[src/rtl/cipher_pkg.sv]
// Shared types and width-agnostic helpers for the cipher_pipe datapath.
// Helpers work on MAX_N-bit words and take the active width n as an argument.
package cipher_pkg;

  typedef enum logic {MODE_ENC = 1'b0, MODE_DEC = 1'b1} cipher_mode_t;

  localparam int MAX_N = 128;
  typedef logic [MAX_N-1:0] word_t;

  function automatic word_t width_mask(input int n);
    return {MAX_N{1'b1}} >> (MAX_N - n);
  endfunction

  function automatic word_t swap_halves(input word_t y, input int n);
    word_t v;
    v = y & width_mask(n);
    return ((v >> (n / 2)) | (v << (n / 2))) & width_mask(n);
  endfunction

  // Reverse the full word, then shift the reversed n-bit field back down to bit 0.
  function automatic word_t bit_reverse(input word_t y, input int n);
    word_t v;
    word_t r;
    v = y & width_mask(n);
    r = {<<{v}};
    return r >> (MAX_N - n);
  endfunction

  function automatic word_t core_t(input word_t y, input int n);
    return swap_halves(bit_reverse(~swap_halves(y, n) & width_mask(n), n), n);
  endfunction

  function automatic word_t round_key(input word_t key, input int r, input int n);
    int    s;
    word_t k;
    s = r % n;
    k = key & width_mask(n);
    return ((k << s) | (k >> (n - s))) & width_mask(n);
  endfunction

endpackage

[src/rtl/cipher_round.sv]
// One pipeline stage: applies the encrypt or decrypt round selected by the
// travelling mode bit and registers the word together with its key and mode.
module cipher_round
  import cipher_pkg::*;
#(
  parameter int N      = 32,
  parameter int R_IDX  = 0,
  parameter int ROUNDS = 4
) (
  input  logic         clock,
  input  logic         reset_n,
  input  logic         en,
  input  logic         in_valid,
  input  cipher_mode_t in_mode,
  input  logic [N-1:0] in_key,
  input  logic [N-1:0] in_data,
  output logic         out_valid,
  output cipher_mode_t out_mode,
  output logic [N-1:0] out_key,
  output logic [N-1:0] out_data
);

  typedef struct packed {
    logic         valid;
    cipher_mode_t mode;
    logic [N-1:0] key;
    logic [N-1:0] data;
  } stage_t;

  localparam int ENC_R = R_IDX;
  localparam int DEC_R = ROUNDS - 1 - R_IDX;

  stage_t       stage_q, stage_d;
  logic [N-1:0] k_enc, k_dec, enc_word, dec_word;

  always_comb begin
    k_enc    = N'(round_key(word_t'(in_key), ENC_R, N));
    k_dec    = N'(round_key(word_t'(in_key), DEC_R, N));
    enc_word = N'(core_t(word_t'(in_data ^ k_enc), N));
    dec_word = N'(core_t(word_t'(in_data), N)) ^ k_dec;

    stage_d = stage_q;
    // Bubbles load all-zero so an idle output reads back as 0.
    if (en) begin
      stage_d = '0;
      if (in_valid) begin
        stage_d.valid = 1'b1;
        stage_d.mode  = in_mode;
        stage_d.key   = in_key;
        stage_d.data  = (in_mode == MODE_DEC) ? dec_word : enc_word;
      end
    end
  end

  always_ff @(posedge clock) begin
    if (!reset_n) stage_q <= '0;
    else          stage_q <= stage_d;
  end

  assign out_valid = stage_q.valid;
  assign out_mode  = stage_q.mode;
  assign out_key   = stage_q.key;
  assign out_data  = stage_q.data;

endmodule

[src/rtl/cipher_pipe.sv]
// ROUNDS-stage encrypt/decrypt pipeline with a single global advance enable.
// Define CIPHER_PIPE_STATS_EN to add per-mode output handshake counters.
module cipher_pipe
  import cipher_pkg::*;
#(
  parameter int N      = 32,
  parameter int ROUNDS = 4
) (
  input  logic         clock,
  input  logic         reset_n,
  input  logic         in_valid,
  output logic         in_ready,
  input  logic         in_mode,
  input  logic [N-1:0] in_key,
  input  logic [N-1:0] in_data,
  output logic         out_valid,
  input  logic         out_ready,
  output logic         out_mode,
  output logic [N-1:0] out_data
`ifdef CIPHER_PIPE_STATS_EN
  ,
  output logic [15:0]  enc_count,
  output logic [15:0]  dec_count
`endif
);

  logic         stg_valid [ROUNDS+1];
  cipher_mode_t stg_mode  [ROUNDS+1];
  logic [N-1:0] stg_key   [ROUNDS+1];
  logic [N-1:0] stg_data  [ROUNDS+1];
  logic         adv;

  // All stages move together, so only a stalled output word can block the pipe.
  assign adv      = !out_valid || out_ready;
  assign in_ready = adv;

  assign stg_valid[0] = in_valid;
  assign stg_mode[0]  = cipher_mode_t'(in_mode);
  assign stg_key[0]   = in_key;
  assign stg_data[0]  = in_data;

  generate
    for (genvar gi = 0; gi < ROUNDS; gi++) begin : g_round
      cipher_round #(
        .N      (N),
        .R_IDX  (gi),
        .ROUNDS (ROUNDS)
      ) u_round (
        .clock     (clock),
        .reset_n   (reset_n),
        .en        (adv),
        .in_valid  (stg_valid[gi]),
        .in_mode   (stg_mode[gi]),
        .in_key    (stg_key[gi]),
        .in_data   (stg_data[gi]),
        .out_valid (stg_valid[gi+1]),
        .out_mode  (stg_mode[gi+1]),
        .out_key   (stg_key[gi+1]),
        .out_data  (stg_data[gi+1])
      );
    end
  endgenerate

  assign out_valid = stg_valid[ROUNDS];
  assign out_mode  = stg_mode[ROUNDS];
  assign out_data  = stg_data[ROUNDS];

`ifdef CIPHER_PIPE_STATS_EN
  logic [15:0] enc_count_q, enc_count_d;
  logic [15:0] dec_count_q, dec_count_d;

  always_comb begin
    enc_count_d = enc_count_q;
    dec_count_d = dec_count_q;
    if (out_valid && out_ready) begin
      if (stg_mode[ROUNDS] == MODE_DEC) dec_count_d = dec_count_q + 16'd1;
      else                              enc_count_d = enc_count_q + 16'd1;
    end
  end

  always_ff @(posedge clock) begin
    if (!reset_n) begin
      enc_count_q <= '0;
      dec_count_q <= '0;
    end else begin
      enc_count_q <= enc_count_d;
      dec_count_q <= dec_count_d;
    end
  end

  assign enc_count = enc_count_q;
  assign dec_count = dec_count_q;
`endif

endmodule

[config.mk]
export PLATFORM = sky130hd
export DESIGN_NAME = cipher_pipe
export DESIGN_NICKNAME = d
export VERILOG_FILES = /design/src/rtl/cipher_pkg.sv /design/src/rtl/cipher_round.sv /design/src/rtl/cipher_pipe.sv
export SDC_FILE = /design/constraint.sdc
export NUM_CORES = 1
export LEC_CHECK = 0
export ABC_AREA = 1
export BUFFER_PORTS_ARGS = -buffer_cell sky130_fd_sc_hd__buf_4
export CAP_MARGIN = 20
export CORE_ASPECT_RATIO = 0.7
export CORE_MARGIN = 10
export CORE_UTILIZATION = 48
export DETAILED_ROUTE_END_ITERATION = 7
export GPL_ROUTABILITY_DRIVEN = 0
export GPL_TIMING_DRIVEN = 0
export PLACE_DENSITY = 0.69
export SLEW_MARGIN = 20
export SYNTH_ARGS = -nofsm -noshare
export SYNTH_HDL_FRONTEND = slang
export SYNTH_SLANG_ARGS = --single-unit
export TNS_END_PERCENT = 1
[constraint.sdc]
create_clock -name clock -period 2.75 [get_ports clock]
set_clock_uncertainty 0.15 [all_clocks]
set_input_delay 0.1375 -clock clock [delete_from_list [all_inputs] [get_ports clock]]
set_output_delay 0.1375 -clock clock [all_outputs]
set_load 0.02 [all_outputs]
Word level (Yosys, flattened, before mapping)
Index checks and enable logic that the tools add are counted.
{"block": "totals", "register_bits": 232, "in_bits": 69, "out_inout_bits": 35, "wordCells": 63}
{"block": "op_classes", "mux": 8, "bitwise": 38, "reduce_logical": 2}
{"cell": "16-bit by 32-bit bitwise OR with 32-bit output", "n": 16}
{"cell": "66-bit 2-to-1 mux", "n": 4}
{"cell": "32-bit inverter", "n": 8}
{"cell": "32-bit bitwise XOR", "n": 8}
{"cell": "32-bit 2-to-1 mux", "n": 4}
{"cell": "32-bit by 1-bit bitwise OR with 32-bit output", "n": 2}
{"cell": "32-bit by 2-bit bitwise OR with 32-bit output", "n": 2}
{"cell": "32-bit by 3-bit bitwise OR with 32-bit output", "n": 2}
{"cell": "1-bit logical NOT", "n": 1}
{"cell": "1-bit logical OR", "n": 1}

Depth between registers and ports, before layout
{"block": "depth", "depth_word": 7, "depth_mapped": 7, "ltp_nobuf": 5}

Modules after synthesis
A second synthesis with hierarchy kept.
{"block": "unflattened", "cells_unflattened": 2178, "hier_area_um2": 14188.6}
{"module": "cipher_round at g_round[2].u_round", "instances": 1, "cells_per_inst": 544, "area_each_um2": 3721.1, "seq_area_each_um2": 1321.3}
{"module": "cipher_round at g_round[1].u_round", "instances": 1, "cells_per_inst": 544, "area_each_um2": 3570.9, "seq_area_each_um2": 1321.3}
{"module": "cipher_round at g_round[0].u_round", "instances": 1, "cells_per_inst": 544, "area_each_um2": 3447.1, "seq_area_each_um2": 1321.3}
{"module": "cipher_round at g_round[3].u_round", "instances": 1, "cells_per_inst": 544, "area_each_um2": 3442.1, "seq_area_each_um2": 1321.3}
{"module": "cipher_pipe", "instances": 1, "cells_per_inst": 2, "area_each_um2": 7.5, "seq_area_each_um2": 0.0}

Worst setup path before layout
Ideal clock, no wire load.
{"block": "synth_timing", "path_kind": "reg2reg", "start": "register g_round[3].u_round.stage_q (netlist bit g_round[3].u_round.out_valid)", "end": "register g_round[0].u_round.stage_q (netlist bit g_round[0].u_round.out_valid)", "setup_time_ps": 115, "arrival_time_ps": 1245, "required_time_ps": 2485, "slack_ps": 1240, "stages_incl_launch_ff": 7, "path_buffers": 2, "synth_period_minus_slack_ps": 1510, "cell_sequence": "dfxtp_1 inv_1 nor2_8 nor2_4 buf_4 buf_6 o21a_1"}
{"block": "synth_between", "elab_chain_len": 2}
{"element": "from (decl)", "line": "cipher_round.sv:33", "text": "stage_t stage_q, stage_d;"}
{"element": "from (signal assigned)", "line": "cipher_round.sv:57", "text": "else stage_q <= stage_d;"}
{"element": "1-bit logical NOT", "line": "cipher_pipe.sv:34", "text": "assign adv = !out_valid || out_ready;"}
{"element": "1-bit logical OR", "line": "cipher_pipe.sv:34"}
{"element": "to (signal assigned)", "line": "cipher_round.sv:57"}
{"element": "to (decl)", "line": "cipher_round.sv:33"}
No other way between the ends.
A chain may end at the register's enable or synchronous reset.

Worst setup path in the final report
{"block": "layout_timing", "start": "input reset_n", "end": "register g_round[3].u_round.stage_q (netlist bit g_round[3].u_round.out_valid)"}
{"element": "from (decl)", "line": "cipher_pipe.sv:10", "text": "input logic reset_n,"}
No word-level cell between the ends.

==> results.json <==
{
  "die_h_um": 154.7,
  "hold_start": "out_ready",
  "dieArea_um2": 32880,
  "seqCellArea_um2": 4644,
  "n_antenna_cell": 0,
  "syn_inst": 2033,
  "post-route-min-period_ns": 2.079,
  "postCtsSetupBuffers": 0,
  "grt_antenna_before_repair": 0,
  "fillCellCount": 2442,
  "mostFrequentLayoutCells": "nand2_1, nand3_1, inv_1",
  "initial_utilization_pct": 48.57,
  "clkSinkCount": 232,
  "pin_count": 104,
  "slowest_delay_ns": 0.63,
  "synthTopCellsByArea": "dfxtp_1, nand2_1, nand3_1",
  "cp.depth": 6,
  "rows": 49,
  "io_buffers": 102,
  "cts.clk_slew.worst_paths_ns": 0.06,
  "drc": 0,
  "cp_data_required_time_ns": 2.98,
  "path_class": "primary input to flop",
  "cts_buffer_depth": 3,
  "htreeDepth": 1,
  "yosys_warnings": 0,
  "final_max_slew_viol_count": 0,
  "hold_class": "primary input to flop",
  "finalSetupViolCount": 0,
  "drive_above_1_share_pct": 10.16,
  "wire_per_inst_um": 15.30,
  "yosys.area.top_type": "dfxtp_1",
  "via_per_inst": 5.371,
  "final_cells": 2584,
  "cp_cell_sequence": "dlygate4sd3_1, buf_4, inv_1, clkbuf_1, clkbuf_1, a21oi_1",
  "status": "finished, final reports clean",
  "ys_seq_elements": 232,
  "cp_top_family": "buffers and inverters",
  "grt_setup_unrepaired": "no",
  "final_hold_viol_count": 0,
  "grt_pass1_vias": 13080,
  "cts_inserted_buffers": 24,
  "synth_top_area_share_pct": 37.31,
  "fmax_mhz": 481.1,
  "grt_use_total_pct": 23.71,
  "drt_first_pass_iters": 6,
  "syn_area_um2": 12450,
  "fin_nets": 2305,
  "crit_fanout": 10,
  "post-route-period-util_pct": 75.59,
  "yosysUniqueCellTypes": 16,
  "cts_tree": "yes",
  "layout_commonest_cell": "nand2_1",
  "crit_buf_inv": 5,
  "crit_arrival_ns": 2.30,
  "vias": 13880,
  "r2r-end": "g_round[0].u_round.out_data[17]$_SDFFE_PN0P_",
  "final_antenna_net_count": 0,
  "grt-ovfl-total": 0,
  "grt_pass1_wl_um": 65540,
  "syn_to_final_growth_pct": 21.78,
  "critPathSlowestCell": "clkbuf_1",
  "end_kind": "flop",
  "placed_cells": 2466,
  "drtIter0Drc": 1295,
  "avgSynthCellArea_um2": 6.122,
  "hold_end": "g_round[0].u_round.out_data[25]$_SDFFE_PN0P_",
  "tns_ns": 0,
  "hold_depth": 5,
  "powerDensity_nw_per_um2": 506.7,
  "worst_ir_drop_vdd_mv": 0.4239,
  "worst_pin_slew_ns": 0.8029,
  "syn_nets": 2102,
  "dpl.hpwl_um": 30340,
  "cp_common_cell": "clkbuf_1",
  "startpoint_type": "primary input",
  "cts_root_buf": "clkbuf_16",
  "ys_seq_area_share_pct": 37.31,
  "multi_input_area_um2": 6175,
  "die_w_um": 212.5,
  "rrSetupSlack_ns": 0.74,
  "r2r_cells": 8,
  "p_leak_nw": 5.974,
  "routed_wl_um": 39540,
  "coreArea_um2": 25630,
  "drv_cap": 0,
  "grt_max_degree": 15,
  "relSlewSlack_pct": 46.48,
  "clk_latency_ns": 0.53,
  "rr_startpoint": "g_round[3].u_round.out_valid$_SDFFE_PN0P_"
}
sequential cells by signal, summed over array words and instances (netlist names):
register                   count
g_round.u_round.out_data     128
g_round.u_round.out_key       96
g_round.u_round.out_mode       4
g_round.u_round.out_valid      4
synth_stat cells:
master / n
a21oi_1: 229
buf_2: 47
buf_4: 29
buf_6: 6
clkbuf_1: 44
clkinv_1: 4
dfxtp_1: 232
inv_1: 247
nand2_1: 816
nand3_1: 360
nor2_1: 3
nor2_2: 1
nor2_4: 3
nor2_8: 1
o21a_1: 3
xnor2_1: 8
routing by layer:
layer	track usage, %	wire [um]	vias up	share of wire, %
li1	-	-	6791	-
met1	33.07	18630	6552	47
met2	38.54	17930	476	45
met3	2.544	2426	59	6.1
met4	5.051	551	0	1.4
met5	0	0	-	0
through the flow:
stage / worst slack, ns / power, mW / util (%) / area [um2] / hold WS [ns]
after floorplan: 1.240 / 4.100 / - / 12450 / 0.1050
after global placement: 0.7302 / 4.387 / 53.17 / 13630 / 0.2438
after detailed placement: 0.7437 / 4.412 / 53.17 / 13630 / 0.2452
after CTS: 0.6988 / 7.690 / 59.15 / 15160 / 0.09965
after global routing: 0.6022 / 7.961 / 59.15 / 15160 / 0.1286
final: 0.6714 / 7.681 / 59.15 / 15160 / 0.1042
worst reg2reg max path, stage by stage (launching register included):
cell	delay [ns]
dfxtp_1	0.34
inv_1	0.10
nor2_8	0.22
nor2_4	0.05
buf_4	0.19
buf_6	0.17
nand2_1	0.07
a21oi_1	0.05
dlygate4sd3_1	0.56
kinds of logic after synthesis:
group | synth area share (%)
AOI/OAI and AO/OA | 9.389
buffers and inverters | 13.08
and+or+nand+nor | 39.66
xor gates and xnor gates | 0.5629
DFF | 37.31
report_power, final:
group	leakage, nW	switching, mW	internal [mW]
clock network	0.376	1.40	1.84
logic	3.71	0.514	0.370
registers	1.89	0.0968	3.46
total	5.97	2.01	5.67
timing repair:
item                       4_1_cts  5_1_grt
hold buffers                    75        0
setup endpoints to repair        0        0
hold endpoints to repair        67        0
resized for setup                0        0
layout make-up:
type                       count  area share [%]
buffer                       126           4.523
clock inverter                12          0.6768
timing repair buffer         177           10.00
clock buffer                  31           4.474
inverter                     251           6.215
multi-input combinational   1424           40.73
sequential                   232           30.64
tap                          331           2.732
worst max-delay path by stage:
stage,from,endpoint
floorplan,g_round[3].u_round.out_valid$_SDFFE_PN0P_,g_round[0].u_round.out_valid$_SDFFE_PN0P_
global placement,reset_n,g_round[3].u_round.out_valid$_SDFFE_PN0P_
detailed placement,reset_n,g_round[3].u_round.out_valid$_SDFFE_PN0P_
CTS,g_round[3].u_round.out_valid$_SDFFE_PN0P_,in_ready
global route,reset_n,g_round[0].u_round.out_key[24]$_SDFFE_PN0P_
finish,reset_n,g_round[3].u_round.out_valid$_SDFFE_PN0P_
(Power assumes the default switching activity.)
